==> config.mk <==
export PLATFORM = sky130hd
export DESIGN_NAME = awg_sweep_ctrl
export DESIGN_NICKNAME = d
export VERILOG_FILES = /design/src/rtl/awg_sweep_ctrl.sv
export SDC_FILE = /design/constraint.sdc
export NUM_CORES = 1
export LEC_CHECK = 0
export BUFFER_PORTS_ARGS = -buffer_cell sky130_fd_sc_hd__buf_4
export CAP_MARGIN = 40
export CORE_MARGIN = 2
export CORE_UTILIZATION = 30
export CTS_CLUSTER_SIZE = 30
export DETAILED_ROUTE_END_ITERATION = 12
export GPL_TIMING_DRIVEN = 0
export PLACE_DENSITY_LB_ADDON = 0.12
export SYNTH_ARGS = -nofsm -noshare
export SYNTH_HDL_FRONTEND = slang
export SYNTH_SLANG_ARGS = --single-unit
==> constraint.sdc <==
create_clock -name clk -period 5.7 [get_ports clk]
set_input_delay 0.285 -clock clk [delete_from_list [all_inputs] [get_ports clk]]
set_output_delay 0.285 -clock clk [all_outputs]
set_load 0.1 [all_outputs]
==> src/rtl/awg_sweep_ctrl.sv <==
// awg_sweep_ctrl: stepped-frequency sweep sequencer for one phase-accumulator
// waveform generator. Latches a sweep configuration on start, steps the tuning
// word from f_start towards f_stop with a programmable dwell per step, and
// repeats the sweep cfg_repeat times (0 = until abort).
// Optional feature macro: AWG_PING_PONG_EN (alternate up/down legs instead of
// sawtooth reload; each leg counts as one sweep).
module awg_sweep_ctrl #(
    parameter int FREQ_W  = 12,
    parameter int DWELL_W = 16,
    parameter int AMP_W   = 3,
    parameter int PHASE_W = 8,
    parameter int REP_W   = 8
) (
    input  logic               clk,
    input  logic               rst_n,
    input  logic               start,
    input  logic               abort,
    input  logic [FREQ_W-1:0]  cfg_f_start,
    input  logic [FREQ_W-1:0]  cfg_f_stop,
    input  logic [FREQ_W-1:0]  cfg_f_step,
    input  logic [DWELL_W-1:0] cfg_dwell,
    input  logic [AMP_W-1:0]   cfg_amp,
    input  logic [PHASE_W-1:0] cfg_phase,
    input  logic [REP_W-1:0]   cfg_repeat,
    output logic               gen_en,
    output logic [FREQ_W-1:0]  gen_freq,
    output logic [AMP_W-1:0]   gen_amp,
    output logic [PHASE_W-1:0] gen_phase,
    output logic               busy,
    output logic               done,
    output logic [REP_W-1:0]   sweep_cnt
);

    typedef enum logic [1:0] {S_IDLE, S_RUN, S_DONE} state_t;

    state_t state, state_nxt;

    // Shadow copies of the run configuration; cfg_* may change freely mid-run.
    logic [FREQ_W-1:0]  sh_f_start, sh_f_stop, sh_f_step;
    logic [DWELL_W-1:0] sh_dwell;
    logic [REP_W-1:0]   sh_repeat;
    logic [DWELL_W-1:0] dwell_cnt;

    logic [DWELL_W-1:0] dwell_max;
    logic [FREQ_W:0]    up_sum;
    logic               up_ok;
    logic               adv_ok;
    logic [FREQ_W-1:0]  adv_freq;
    logic               term;
    logic               sweep_end;
    logic               last_sweep;
    logic [REP_W-1:0]   cnt_inc;

`ifdef AWG_PING_PONG_EN
    logic               dir_down;
    logic [FREQ_W:0]    dn_dif;
    logic               dn_ok;
`endif

    // Step arithmetic: one extra bit catches carry (up) or borrow (down).
    always_comb begin
        dwell_max = (sh_dwell == '0) ? DWELL_W'(1) : sh_dwell;
        term      = (dwell_cnt >= dwell_max);
        up_sum    = {1'b0, gen_freq} + {1'b0, sh_f_step};
        up_ok     = !up_sum[FREQ_W] && (up_sum[FREQ_W-1:0] <= sh_f_stop);
`ifdef AWG_PING_PONG_EN
        dn_dif    = {1'b0, gen_freq} - {1'b0, sh_f_step};
        dn_ok     = !dn_dif[FREQ_W] && (dn_dif[FREQ_W-1:0] >= sh_f_start);
        adv_ok    = dir_down ? dn_ok : up_ok;
        adv_freq  = dir_down ? dn_dif[FREQ_W-1:0] : up_sum[FREQ_W-1:0];
`else
        adv_ok    = up_ok;
        adv_freq  = up_sum[FREQ_W-1:0];
`endif
        cnt_inc    = sweep_cnt + REP_W'(1);
        // A zero step never leaves f_start, so the sweep never ends.
        sweep_end  = term && (sh_f_step != '0) && !adv_ok;
        last_sweep = sweep_end && (sh_repeat != '0) && (cnt_inc == sh_repeat);
    end

    // State register.
    always_ff @(posedge clk or negedge rst_n) begin
        if (!rst_n) state <= S_IDLE;
        else        state <= state_nxt;
    end

    // Next-state logic; abort overrides everything.
    always_comb begin
        state_nxt = state;
        if (abort) begin
            state_nxt = S_IDLE;
        end else begin
            case (state)
                S_IDLE:  if (start) state_nxt = S_RUN;
                S_RUN:   if (last_sweep) state_nxt = S_DONE;
                S_DONE:  state_nxt = S_IDLE;
                default: state_nxt = S_IDLE;
            endcase
        end
    end

    // Registered outputs, shadow config and dwell/step datapath.
    always_ff @(posedge clk or negedge rst_n) begin
        if (!rst_n) begin
            gen_en     <= 1'b0;
            gen_freq   <= '0;
            gen_amp    <= AMP_W'(1);
            gen_phase  <= '0;
            busy       <= 1'b0;
            done       <= 1'b0;
            sweep_cnt  <= '0;
            dwell_cnt  <= '0;
            sh_f_start <= '0;
            sh_f_stop  <= '0;
            sh_f_step  <= '0;
            sh_dwell   <= '0;
            sh_repeat  <= '0;
`ifdef AWG_PING_PONG_EN
            dir_down   <= 1'b0;
`endif
        end else begin
            done <= 1'b0;
            if (abort) begin
                // gen_freq and sweep_cnt deliberately keep their last values.
                gen_en <= 1'b0;
                busy   <= 1'b0;
            end else begin
                case (state)
                    S_IDLE: if (start) begin
                        sh_f_start <= cfg_f_start;
                        sh_f_stop  <= cfg_f_stop;
                        sh_f_step  <= cfg_f_step;
                        sh_dwell   <= cfg_dwell;
                        sh_repeat  <= cfg_repeat;
                        gen_freq   <= cfg_f_start;
                        gen_amp    <= (cfg_amp == '0) ? AMP_W'(1) : cfg_amp;
                        gen_phase  <= cfg_phase;
                        gen_en     <= 1'b1;
                        busy       <= 1'b1;
                        sweep_cnt  <= '0;
                        dwell_cnt  <= DWELL_W'(1);
`ifdef AWG_PING_PONG_EN
                        dir_down   <= 1'b0;
`endif
                    end
                    S_RUN: begin
                        if (!term) begin
                            dwell_cnt <= dwell_cnt + DWELL_W'(1);
                        end else begin
                            dwell_cnt <= DWELL_W'(1);
                            if (sh_f_step == '0) begin
                                // hold f_start forever
                            end else if (adv_ok) begin
                                gen_freq <= adv_freq;
                            end else begin
                                sweep_cnt <= cnt_inc;
                                if (last_sweep) begin
                                    gen_en <= 1'b0;
                                    done   <= 1'b1;
                                end else begin
`ifdef AWG_PING_PONG_EN
                                    // Turn around; if the first step of the new
                                    // leg is out of range, hold for one dwell.
                                    dir_down <= !dir_down;
                                    if (dir_down)
                                        gen_freq <= up_ok ? up_sum[FREQ_W-1:0] : gen_freq;
                                    else
                                        gen_freq <= dn_ok ? dn_dif[FREQ_W-1:0] : gen_freq;
`else
                                    gen_freq <= sh_f_start;
`endif
                                end
                            end
                        end
                    end
                    S_DONE: busy <= 1'b0;
                    default: ;
                endcase
            end
        end
    end

endmodule
Word level (Yosys, flattened, before mapping)
Index checks and enable logic that the tools add are counted.

word-level totals
  logic and storage cells = 91
  register bits = 112
  output and inout bits = 34
  input port bits = 75

cells by class
  order comparisons = 2
  reductions and logical operators = 23
  bitwise gates (word level) = 1
  equality and inequality tests = 13
  mux-type cells = 35
  add/sub/neg operators = 3

operators with widths
  operator                                                         number
  12-bit two-way mux                                               5
  16-bit two-way mux                                               3
  8-bit two-way mux                                                4
  16-bit case mux with 2 select lines                              1
  12-bit case mux with 2 select lines                              1
  3-bit != test, second input constant                             6
  6-bit AND reduction                                              3
  16-bit by 1-bit adder with 16-bit output, second input constant  1
  16-bit greater-or-equal comparator                               1
  16-bit zero test                                                 1
  8-bit case mux with 2 select lines                               1
  12-bit by 12-bit adder with 13-bit output                        1
  1-bit two-way mux                                                13
  12-bit <= comparator                                             1
  12-bit zero test                                                 1
  12-bit nonzero test                                              1
  8-bit by 1-bit adder with 8-bit output, second input constant    1
  8-bit equality test                                              1
  2-bit != test, second input constant                             4
  8-bit nonzero test                                               1
  2-bit two-way mux                                                3
  3-bit AND reduction                                              2
  3-bit nonzero test                                               2
  1-bit logical AND                                                5
  11 further kinds                                                 14

Logic depth before layout (Yosys ltp)
  word-level depth = 13
  gate-level depth with buffers = 19
  depth with buffers taken out = 18

Worst setup path before layout
OpenSTA, ideal clock, no wires.

  path type = register to register
  start point = reg gen_freq[6]
  end point = reg gen_freq[11]
  setup slack = 1.182 ns
  buffers on the path = 1
  arrival time = 4.398 ns
  period minus slack after synthesis = 4.518 ns
  stages on the path, launching flop included = 17
  cells stage by stage = dfrtp_1 -> ha_1 -> or2_2 -> o31a_2 -> and3_1 -> a221o_1 -> xor2_1 -> ha_1 -> a21oi_1 -> o21ai_0 -> a2111oi_0 -> a21oi_1 -> a211oi_4 -> buf_8 -> mux2i_1 -> a211oi_2 -> a21o_1

on the way
  cells in the longest elaborated chain, start to end = 9

ends and longest elaborated chain
  what                                                     line  RTL
  start, declared                                          26    output logic [FREQ_W-1:0] gen_freq,
  start signal, assigned                                   135   gen_freq <= cfg_f_start;
  start signal, assigned                                   154   gen_freq <= adv_freq;
  start signal, assigned                                   170   gen_freq <= sh_f_start;
  12-bit by 12-bit adder with 13-bit output (*)            64    up_sum = {1'b0, gen_freq} + {1'b0, sh_f_step};
  12-bit <= comparator or 1-bit zero test (tied branches)  65    up_ok = !up_sum[FREQ_W] && (up_sum[FREQ_W-1:0] <= sh_f_stop);
  1-bit logical AND                                        65
  1-bit zero test                                          77    sweep_end = term && (sh_f_step != '0) && !adv_ok;
  1-bit logical AND                                        77
  1-bit logical AND (2 in series)                          78    last_sweep = sweep_end && (sh_repeat != '0) && (cnt_inc == sh_repeat);
  3-bit != test (no source line)                           n/a
  6-bit AND reduction (no source line)                     n/a

Mark *: on every way between the ends. The rest lies on a longest branch, timed or not. The select of a mux whose other input is x is not followed.
A chain may end at the register's enable or synchronous reset.

Worst setup path after layout
  start point = reg gen_freq[1]
  end point = reg gen_freq[11]

Same word-level chain as after synthesis.

==> results_dict.tcl <==
set metrics [dict create \
    status "completed" \
    tightest_slew_ns 0.867 \
    hold_depth 3 \
    cp_cell_sequence "ha_1 -> a21oi_1 -> o2111ai_1 -> and3_1 -> a221o_1 -> xor2_1 -> ha_1 -> a21oi_1 -> o21ai_0 -> a2111oi_0 -> a21oi_1 -> a211oi_4 -> o31ai_4 -> clkbuf_1 -> a21o_1" \
    cts_tree "yes" \
    fin_crit_sh_pct 81.8 \
    skew_ns 0.0142 \
    end_kind "register" \
    setup_viol 0 \
    finalHoldViolations 0 \
    final_antenna_net_count 0 \
    antenna_found_initial 0 \
    rr_startpoint "gen_freq[1]" \
    placed_cells 1079 \
    routed_wl_um 17800 \
    avgSynthCellArea_um2 8.90 \
    r2r_end "gen_freq[11]" \
    ys_types 53 \
    vdd_ir_drop_max_uv 270 \
    grt_pass1_vias 5455 \
    drtIter0Drc 210 \
    p_leak_uw 0.00384 \
    synth_async_sr_flop_share_pct 100 \
    netlist_area_mm2 0.00621 \
    port_buffers 108 \
    critPathSlowestCell "a211oi_4" \
    die_w_um 148 \
    io_pins 109 \
    cts.clk_slew.worst_paths_ns 0.08 \
    setup_slack_ns 1.04 \
    ys_seq_elements 112 \
    clk_latency_ns 0.37 \
    rrSetupSlack_ns 1.04 \
    synth_edf_count 0 \
    coreArea_mm2 0.0203 \
    finalHoldWorstSlack_ns 0.111 \
    rsz0062_at_grt "no" \
    r2r_cells 15 \
    critPathArrivalTime_ns 4.91 \
    grt_pass1_wl_um 29000 \
    max_freq_mhz 215 \
    wl_per_cell_um 16.2 \
    numCtsBuffers 9 \
    grt_max_degree 61 \
    max_cap_viol_count 0 \
    cpMostUsedCell "a21oi_1" \
    htreeDepth 3 \
    holdPathEnd "sh_repeat[4]" \
    period_needed_ns 4.66 \
    dp_hpwl_um 13700 \
    gp_congestion 0.811 \
    synth-seq-area-share_pct 45.1 \
    dp_slack_ns 1.02 \
    cp-start-kind "register" \
    critical-path-max-stage-delay_ns 0.43 \
    synthCells 698 \
    maxSlewHeadroom_pct 42.0 \
    vias_per_cell 4.83 \
    start_util_pct 30.6 \
    die_area_mm2 0.0219 \
    die_h_um 148 \
    crit_fanout 10 \
    clk_path_buf_depth 2 \
    path_buf_inv 1 \
    final_net_count 939 \
    crit_start "gen_freq[1]" \
    clkSinkCount 112 \
    drive_above_1_share_pct 17.2 \
    grt.overflow.total 0 \
    crit_type "reg -> reg" \
    dr.pass1.iters 5 \
    area_delta_synth_final_pct 24.2 \
    critical_path_required_ns 5.95 \
    stdcell_area_mm2 0.00772 \
    tns_ns 0 \
    rows 52 \
    dpl_cell_area_mm2 0.00740 \
    hp-class "in -> reg" \
    slew_viol_final 0 \
    yosys_warnings 0 \
    synth_ff_type "dfrtp_1" \
    stdcell_count 1096 \
    drc_errors 0 \
    num_vias 5295 \
    synth_nets 816 \
    root_buffer "clkbuf_16" \
    hp-start "cfg_repeat[4]" \
    power_density_mw_per_mm2 575 \
    critPathTopFamily "compound AO/OA/AOI/OAI gates" \
    n_antenna_cell 0 \
    grtUsageTotal_pct 17.0 \
]
-- cells in the final DEF, fill, tap and decap left out, types with 7 or more instances in the layout --
| cell | count |
|---|---|
| clkbuf_1 | 23 |
| o21ai_0 | 50 |
| xor2_1 | 14 |
| a21oi_1 | 19 |
| inv_1 | 37 |
| nand3_1 | 15 |
| nand4_1 | 11 |
| a211oi_2 | 7 |
| buf_4 | 107 |
| nor2_1 | 46 |
| a21o_1 | 19 |
| nor4_1 | 8 |
| ha_1 | 42 |
| xnor2_1 | 16 |
| dfrtp_1 | 111 |
| mux2i_1 | 10 |
| clkbuf_16 | 9 |
| nand2_1 | 190 |
-- cells in the mapped netlist (all sizes together), types with 8 or more instances --
library cell	instances	share of area, %
a21o	19	2.3
clkbuf	19	1.1
nor2	46	2.8
ha	42	8.5
xor2	14	2.0
xnor2	16	2.3
nand3	15	1.2
o31ai	8	1.3
inv	37	2.2
o21ai	50	4.0
a211oi	13	2.3
nand4	11	1.1
nand2	190	11
dfrtp	111	45
a21oi	19	1.5
mux2i	10	1.6
nor4	8	0.81
-- layer usage --
| layer | GRT usage, % | vias up | wire length [um] |
|---|---|---|---|
| met5 | 0 | - | 0 |
| met4 | 4.67 | 0 | 260 |
| met3 | 4.32 | 17 | 1080 |
| met2 | 26.5 | 118 | 8040 |
| met1 | 23.5 | 2538 | 8430 |
| li1 | - | 2622 | - |
-- cell families after synthesis --
| family | after synthesis | synth area share [%] |
|---|---|---|
| simple gates | 302 | 20.7 |
| compound gates | 139 | 15.4 |
| flops | 112 | 45.1 |
| buf+inv | 61 | 4.01 |
| fa+ha+maj | 43 | 8.78 |
| xor+xnor | 30 | 4.23 |
| mux | 11 | 1.79 |
-- area by class of cell --
type	instances	area, um^2
sequential	112	2800
buffer	24	110
clock inverter	3	67.6
inverter	37	139
timing repair buffer	112	860
fill	2099	12600
multi-input combinational	525	3160
tap	270	338
clock buffer	13	240
-- where the power goes --
part           internal [uW]  total (uW)  switching [uW]  leakage [uW]
registers               1010        1190             177       0.00142
clock network            387         686             299      0.000144
logic                    875        2570            1690       0.00228
-- worst max path at each step --
| stage | endpoint | slack, ns | cells after the start |
|---|---|---|---|
| floorplan | gen_freq[11] | 1.18 | 16 |
| global placement | gen_freq[2] | 1.16 | 15 |
| detailed placement | gen_freq[11] | 1.02 | 15 |
| CTS | gen_freq[11] | 0.98 | 15 |
| global route | gen_freq[11] | 0.75 | 18 |
| finish | gen_freq[11] | 1.04 | 15 |
-- tightest hold or removal path, cell delays in order --
cell,delay (ns)
buf_4,0.08
nand2_1,0.04
nand2_1,0.04
-- sequential cells by signal (all words and copies together) (netlist names) --
name and flops:
gen_phase 8, sh_f_step 12, gen_freq 12, done 1, busy 1, sweep_cnt 8, sh_dwell 16, state 2
sh_repeat 8, dwell_cnt 16, gen_en 1, sh_f_stop 12, gen_amp 3, sh_f_start 12
-- through the flow --
stage / utilization (%) / total power [uW]
finish: 38.0 / 4440
detailed placement: 36.5 / 3790
global placement: 36.3 / 3720
CTS: 38.0 / 4490
global route: 38.0 / 4750
floorplan: - / 3090
-- timing repair --
action	CTS	global route
endpoints found under the hold margin	52	0
hold buffers	1	0
gates resized for setup	0	0
buffers inserted	0	0
No activity file was read; power rests on OpenSTA's default activity.
